===== src/rtl/serial_addsub_seq_pkg.sv =====
// Shared definitions for the bit-serial add/subtract sequencer.
//   MAX_WIDTH : largest supported operand width
//   state_e   : sequencer FSM states (IDLE, RUN, DONE)
//   maj3      : three-input majority, i.e. full-adder carry
package serial_addsub_seq_pkg;

    localparam int unsigned MAX_WIDTH = 32;

    typedef enum logic [1:0] {
        ST_IDLE = 2'd0,
        ST_RUN  = 2'd1,
        ST_DONE = 2'd2
    } state_e;

    function automatic logic maj3(input logic x, input logic y, input logic z);
        return (x & y) | (x & z) | (y & z);
    endfunction

endpackage


===== src/rtl/serial_fa_bit.sv =====
// One full-adder slice with its ripple-carry flop, shared by every bit of a serial operation.
// Ports:
//   Clk, Rst_ : clock, asynchronous active-low reset
//   a, b      : current operand bits (b is raw; it is inverted here when sub=1)
//   sub       : 0 add, 1 subtract
//   load      : start of an operation; seeds the carry with sub (the +1 of two's complement)
//   en        : consume one bit pair this cycle
//   s         : sum bit of the current pair
//   co        : carry out of the current pair (combinational)
//   c_q       : carry into the current pair (registered)
module serial_fa_bit
    import serial_addsub_seq_pkg::*;
(
    input  logic Clk,
    input  logic Rst_,
    input  logic a,
    input  logic b,
    input  logic sub,
    input  logic load,
    input  logic en,
    output logic s,
    output logic co,
    output logic c_q
);

    logic b_eff;

    assign b_eff = b ^ sub;
    assign s     = a ^ b_eff ^ c_q;
    assign co    = maj3(a, b_eff, c_q);

    always_ff @(posedge Clk or negedge Rst_) begin
        if (!Rst_) begin
            c_q <= 1'b0;
        end else if (load) begin
            c_q <= sub;
        end else if (en) begin
            c_q <= co;
        end
    end

endmodule


===== src/rtl/serial_addsub_seq.sv =====
// Bit-serial add/subtract sequencer feeding the XOR3 domino sum cell.
// Latches two WIDTH-bit operands plus a sub flag, walks them LSB-first one bit per clock,
// and publishes result, carry-out and signed overflow together with a one-cycle done pulse.
// Ports:
//   Clk, Rst_      : clock, asynchronous active-low reset
//   start          : request an operation (ignored while busy)
//   sub            : 0 a+b, 1 a-b; sampled with start
//   a_in, b_in     : operands; sampled with start
//   busy           : high during the WIDTH bit-processing cycles
//   done           : one-cycle pulse; result/cout/ovf valid from this cycle on
//   result         : two's complement sum/difference
//   cout           : final carry (for subtract, 1 means no borrow)
//   ovf            : signed overflow
//   cell_a/b/sub   : registered bit pair and sub flag driven to the sum cell while running
// WIDTH must lie in 1..MAX_WIDTH.
module serial_addsub_seq
    import serial_addsub_seq_pkg::*;
#(
    parameter int unsigned WIDTH = 8
) (
    input  logic             Clk,
    input  logic             Rst_,
    input  logic             start,
    input  logic             sub,
    input  logic [WIDTH-1:0] a_in,
    input  logic [WIDTH-1:0] b_in,
    output logic             busy,
    output logic             done,
    output logic [WIDTH-1:0] result,
    output logic             cout,
    output logic             ovf,
    output logic             cell_a,
    output logic             cell_b,
    output logic             cell_sub
);

    localparam int unsigned CntW = $clog2(WIDTH + 1);

    state_e            state_q;
    logic [WIDTH-1:0]  a_sh;
    logic [WIDTH-1:0]  b_sh;
    logic [WIDTH-1:0]  sum_sh;
    logic              sub_q;
    logic [CntW-1:0]   cnt;

    logic              run;
    logic              accept;
    logic              last_bit;
    logic              fa_s;
    logic              fa_co;
    logic              fa_c_q;
    logic [WIDTH-1:0]  a_nxt;
    logic [WIDTH-1:0]  b_nxt;
    logic [WIDTH-1:0]  sum_nxt;

    assign run      = (state_q == ST_RUN);
    assign accept   = start && !run;
    assign last_bit = run && (cnt == CntW'(WIDTH - 1));

    assign a_nxt = a_sh >> 1;
    assign b_nxt = b_sh >> 1;

    // New sum bit enters at the MSB, so after WIDTH shifts bit 0 lands at the LSB.
    always_comb begin
        sum_nxt            = sum_sh >> 1;
        sum_nxt[WIDTH-1]   = fa_s;
    end

    serial_fa_bit u_fa (
        .Clk  (Clk),
        .Rst_ (Rst_),
        .a    (a_sh[0]),
        .b    (b_sh[0]),
        .sub  (accept ? sub : sub_q),
        .load (accept),
        .en   (run),
        .s    (fa_s),
        .co   (fa_co),
        .c_q  (fa_c_q)
    );

    always_ff @(posedge Clk or negedge Rst_) begin
        if (!Rst_) begin
            state_q  <= ST_IDLE;
            a_sh     <= '0;
            b_sh     <= '0;
            sum_sh   <= '0;
            sub_q    <= 1'b0;
            cnt      <= '0;
            busy     <= 1'b0;
            done     <= 1'b0;
            result   <= '0;
            cout     <= 1'b0;
            ovf      <= 1'b0;
            cell_a   <= 1'b0;
            cell_b   <= 1'b0;
            cell_sub <= 1'b0;
        end else begin
            done <= 1'b0;
            case (state_q)
                ST_IDLE, ST_DONE: begin
                    if (start) begin
                        state_q  <= ST_RUN;
                        a_sh     <= a_in;
                        b_sh     <= b_in;
                        sub_q    <= sub;
                        cnt      <= '0;
                        busy     <= 1'b1;
                        cell_a   <= a_in[0];
                        cell_b   <= b_in[0];
                        cell_sub <= sub;
                    end else begin
                        state_q  <= ST_IDLE;
                        busy     <= 1'b0;
                        cell_a   <= 1'b0;
                        cell_b   <= 1'b0;
                        cell_sub <= 1'b0;
                    end
                end
                ST_RUN: begin
                    a_sh   <= a_nxt;
                    b_sh   <= b_nxt;
                    sum_sh <= sum_nxt;
                    cnt    <= cnt + CntW'(1);
                    if (last_bit) begin
                        // Publish on the final bit edge so everything is valid in the done cycle.
                        state_q  <= ST_DONE;
                        busy     <= 1'b0;
                        done     <= 1'b1;
                        result   <= sum_nxt;
                        cout     <= fa_co;
                        ovf      <= fa_c_q ^ fa_co;
                        cell_a   <= 1'b0;
                        cell_b   <= 1'b0;
                        cell_sub <= 1'b0;
                    end else begin
                        cell_a <= a_nxt[0];
                        cell_b <= b_nxt[0];
                    end
                end
                default: begin
                    state_q <= ST_IDLE;
                    busy    <= 1'b0;
                end
            endcase
        end
    end

endmodule


===== config.mk =====
export PLATFORM = sky130hd
export DESIGN_NAME = serial_addsub_seq
export DESIGN_NICKNAME = d
export VERILOG_FILES = /design/src/rtl/serial_addsub_seq_pkg.sv /design/src/rtl/serial_fa_bit.sv /design/src/rtl/serial_addsub_seq.sv
export SDC_FILE = /design/constraint.sdc
export NUM_CORES = 1
export LEC_CHECK = 0
export ABC_AREA = 1
export BUFFER_PORTS_ARGS = -buffer_cell sky130_fd_sc_hd__buf_2
export CAP_MARGIN = 20
export CORE_UTILIZATION = 30
export DETAILED_ROUTE_END_ITERATION = 8
export PLACE_DENSITY = 0.62
export SLEW_MARGIN = 20
export SYNTH_ARGS = -nofsm -noshare
export SYNTH_HDL_FRONTEND = slang
export SYNTH_SLANG_ARGS = --single-unit

===== constraint.sdc =====
create_clock -name Clk -period 2 [get_ports Clk]
set_clock_uncertainty 0.2 [all_clocks]
set_input_delay 0.1 -clock Clk [delete_from_list [all_inputs] [get_ports Clk]]
set_output_delay 0.1 -clock Clk [all_outputs]
set_load 0.05 [all_outputs]

# Word-level counts from Yosys, hierarchy flattened
# Index checks and enable logic that the tools add are counted.
[word_totals]
ff_bits = 47
[op_classes]
addsub = 1
eq_ne = 5
mux = 25
bitwise_logic = 9
reduce_logical = 11
[op_table]
columns = ["op", "n"]
rows = [
  ["$pmux W8 S2", 2],
  ["$mux W8", 2],
  ["$mux W1", 13],
  ["$pmux W1 S2", 4],
  ["$pmux W4 S2", 1],
  ["$reduce_and A2 Y1", 4],
  ["$add A4 B1 Y4 const B", 1],
  ["$eq A4 B3 Y1 const B", 1],
  ["$mux W4", 1],
  ["$pmux W2 S2", 1],
  ["$reduce_bool A2 Y1", 2],
  ["$xor A1 B1 Y1", 4],
  ["$and A1 B1 Y1", 3],
  ["$eq A2 B1 Y1 const B", 1],
  ["$eq A2 B2 Y1 const B", 1],
  ["$logic_and A1 B1 Y1", 2],
  ["$logic_not A2 Y1", 1],
  ["$mux W2", 1],
  ["$ne A2 B1 Y1 const B", 1],
  ["$ne A2 B2 Y1 const B", 1],
  ["$or A1 B1 Y1", 2],
  ["$reduce_or A2 Y1", 1],
  ["$logic_not A1 Y1", 1],
]

# Depth between registers and ports, before layout
[depth]
depth_word = 10
ltp_mapped = 11
ltp_nobuf = 10

# By module
# Synthesis repeated with hierarchy kept, for this count alone.
[hier_totals]
hier_cells = 224
hier_area_um2 = 2026.9
[modules_own_cells]
columns = ["module", "instances", "cells_per_inst", "area_each_um2"]
rows = [
  ["serial_addsub_seq", 1, 210, 1930.6],
  ["serial_fa_bit", 1, 14, 96.3],
]

# Worst setup path after synthesis
# Ideal clock, no wire load.
[synth_timing]
path_kind = "register to register"
startpoint = "register busy (netlist name)"
endpoint = "register ovf"
arrival_ns = 1.918
required_ns = 1.680
slack_ns = -0.238
path_stages_with_launch = 10
n_path_buf = 1
period_less_slack_ns = 2.238
cell_sequence = "dfrtp_1 nand2_4 buf_6 nand3_1 nand2_1 nand2_1 nand2_1 fa_1 xor2_1 o21ai_2"
[synth_lines]
columns = ["item", "line", "text"]
rows = [
  ["to (signal assigned)", "serial_addsub_seq.sv:132", "ovf <= fa_c_q ^ fa_co;"],
  ["to (decl)", "serial_addsub_seq.sv:31", "output logic ovf,"],
]

==> results.cfg <==
[run_status]
run_status = complete, no violations

[sta]
hold_violations = 0
rsz0062_at_grt = no
period_share = 0.908
relSlewSlack = 0.626
finalSetupViolCount = 0
tightestPinTransition_ns = 0.561
maxSlewViolCount = 0
fin_crit_ns = 1.82
clock.fmax_mhz = 551
finalSetupTns_ns = 0

[global_routing]
grt_first_pass_wirelength_um = 6600
grt_util_all_layers = 0.119
first_global_vias = 1452
grt_max_degree = 25
antenna_found_initial = 0
grt-ovfl-total = 0

[worst_setup_path]
cp-start-kind = flip-flop
rr_startpoint = busy$_DFFE_PN0P_
path_class = reg2reg
crit_arrival_ns = 1.81
crit_fanout = 8
crit_path_end_kind = flip-flop
crit_start = busy$_DFFE_PN0P_
r2r_cells = 8
cp.required_ns = 2.00
crit_path_top_delay_cell = fa_2
cp_common_cell = nand2_1
slowest_delay_ns = 0.54
crit_chain = nand2_4, nand2_1, nand2_1, nand2_1, nand2_1, nand2_1, fa_2, o21ai_0

[logic_synthesis]
synth_fp_nets = 242
synth_fa_ha_area_frac = 0.0164
synth-seq-cells = 45
synthMuxAreaShare = 0
yosysSeqAreaShare = 0.567
syn_area_um2 = 1990
yosys_warnings = 0
synth_top_family_by_area = simple AND/OR/NAND/NOR gates
synth_cell_types = 22
synth_compound_area_frac = 0.0686
syn_inst = 220
synth-simple-area-share = 0.272
synth_xor_area_frac = 0.00441
syn_avg_cell_area_um2 = 9.03

[clock_network]
cts_sinks = 45
htreeDepth = 2
clock_path_buffers = 2
cts-root-buf = clkbuf_8
path_clk_slew_ns = 0.09
cts_tree = yes
insertion_delay_ns = 0.31
numCtsBuffers = 5

[routing]
routedWlPerCell_um = 10.7
ant_nets = 0
remaining_drc_errors = 0
viasPerCell = 4.39
route.vias.total = 1550
drt_iter0_drc = 84
first_pass_iters = 4
detail_route.wirelength_um = 3790

[power]
switching_share = 0.450
power_frac_clock = 0.173
seq_power_share = 0.376
pwr-share-comb = 0.451
intPower_w = 0.00224
power_density_nw_per_um2 = 1610
p_total_w = 0.00407
ir_drop_mv = 0.828
p_switching_w = 0.00183
leakagePower_nw = 1.32

[cells_and_area]
diodes = 0
layout.nets = 297
layout-drive-gt1-share = 0.239
syn2layout_area_growth_pct = 27.2

[floorplanning]
design.core.area_um2 = 6390
die_y_um = 83.4
io_pins = 35
initial_core_util = 0.311
die_area_um2 = 6950
die_w_um = 83.4
std_cell_rows = 29

[placed_design]
numPortBuffers = 34
place_hpwl_um = 2580
place.gp.congestion = 0.752

[min_path]
hold_path_class = in2async

[job]
drv_cap = 0
## cell type report
type | instances | area, um2
Clock buffer | 5 | 68.8
Timing Repair Buffer | 55 | 388
Inverter | 18 | 75.1
Multi-Input combinational cell | 150 | 726
Tap cell | 77 | 96.3
Clock inverter | 3 | 46.3
Fill cell | 635 | 3860
Sequential cell | 45 | 1130
## per-stage QoR
step	util	worst slack, ns	cell area [um2]	hold WS [ns]	instances
2_1_floorplan	-	0.00516	2000	-0.396	220
3_3_place_gp	0.348	0.230	2220	-0.0747	326
3_5_place_dp	0.348	0.185	2220	-0.0762	326
4_1_cts	0.396	0.176	2530	0.128	353
5_1_grt	0.396	0.0423	2530	0.149	353
6_report	0.396	0.185	2530	0.111	353
## cell families after synthesis
kind of cell,count (synthesis)
and+or+nand+nor,127
DFF,45
buffers and inverters,25
AOI/OAI and AO/OA,20
adders and majority gates,2
xor gates and xnor gates,1
## flip-flops by register name, summed over array words and instances, names as in the netlist, 4 cells and up
signal and flops:
a_sh 8, b_sh 8, cnt 4, result 8, sum_sh 7
## Yosys cell counts
library cell | n | area, um2
dfrtp_1 | 45 | 1130
clkbuf_1 | 1 | 3.75
o21ai_2 | 9 | 78.8
nor3_1 | 1 | 5.00
inv_2 | 2 | 7.51
a21oi_1 | 2 | 10.0
nor2_4 | 1 | 11.3
fa_1 | 1 | 20.0
nand2_2 | 1 | 6.26
buf_6 | 5 | 56.3
xor2_1 | 1 | 8.76
inv_1 | 14 | 52.6
o21ai_0 | 8 | 40.0
buf_4 | 1 | 7.51
ha_1 | 1 | 12.5
nor2_1 | 5 | 18.8
inv_4 | 1 | 6.26
nand2_1 | 97 | 364
nand2_4 | 4 | 45.0
o211ai_1 | 1 | 7.51
nand3_1 | 18 | 90.1
inv_6 | 1 | 8.76
## power by group through the flow
stage                     Combinational (W)  Clock (W)  Sequential [W]
after floorplan                     0.00109          0         0.00196
after global placement              0.00181          0         0.00154
after detailed placement            0.00184          0         0.00155
after CTS                           0.00187   0.000718         0.00154
after global routing                0.00206   0.000754         0.00158
final                               0.00184   0.000704         0.00153
## placed cells by master, fill, tap and decap left out
| cell type | instances |
|---|---|
| inv_4 | 1 |
| a21oi_1 | 2 |
| buf_12 | 1 |
| buf_4 | 1 |
| ha_1 | 1 |
| nand2_2 | 1 |
| nand2_1 | 97 |
| inv_2 | 2 |
| nor3_1 | 1 |
| xor2_1 | 1 |
| inv_1 | 14 |
| o21ai_0 | 8 |
| bufinv_16 | 1 |
| buf_2 | 34 |
| inv_6 | 1 |
| clkinvlp_4 | 1 |
| dlygate4sd3_1 | 19 |
| nor2_4 | 1 |
| clkinv_4 | 1 |
| fa_2 | 1 |
| dfrtp_2 | 1 |
| o211ai_1 | 1 |
| dfrtp_1 | 44 |
| nor2_1 | 5 |
| clkbuf_8 | 5 |
| nand3_2 | 1 |
| nand3_1 | 17 |
| o21ai_2 | 9 |
| nand2_4 | 4 |
## worst max-delay path: cells and delay by family (launching register included)
family	cells	cell delay [ns]
adder cells (fa/ha/maj)	1	0.54
flip-flops	1	0.45
AO/OA/AOI/OAI	1	0.09
AND/OR/NAND/NOR	6	0.42
## layer usage
layer | vias up | wire, um | track usage
met3 | 6 | 141 | 0.0338
met1 | 716 | 1890 | 0.154
met5 | - | 0 | 0
li1 | 794 | - | -
met4 | 0 | 57 | 0.0423
met2 | 34 | 1690 | 0.189
## worst paths after layout
path / slack, ns / endpoint
max: 0.18 / sum_sh[7]$_DFFE_PN0P_
min: 0.11 / cell_sub$_DFFE_PN0P_
max reg2reg: 0.18 / sum_sh[7]$_DFFE_PN0P_
min reg2reg: 0.28 / result[0]$_DFFE_PN0P_
max in group asynchronous: 0.97 / a_sh[3]$_DFFE_PN0P_
min in group Clk: 0.28 / result[0]$_DFFE_PN0P_
## repair_timing
action,4_1_cts,5_1_grt
resized for setup,0,0
hold buffers,19,0
endpoints found under the hold margin,67,0
setup buffers,0,0
(Power assumes the default switching activity.)
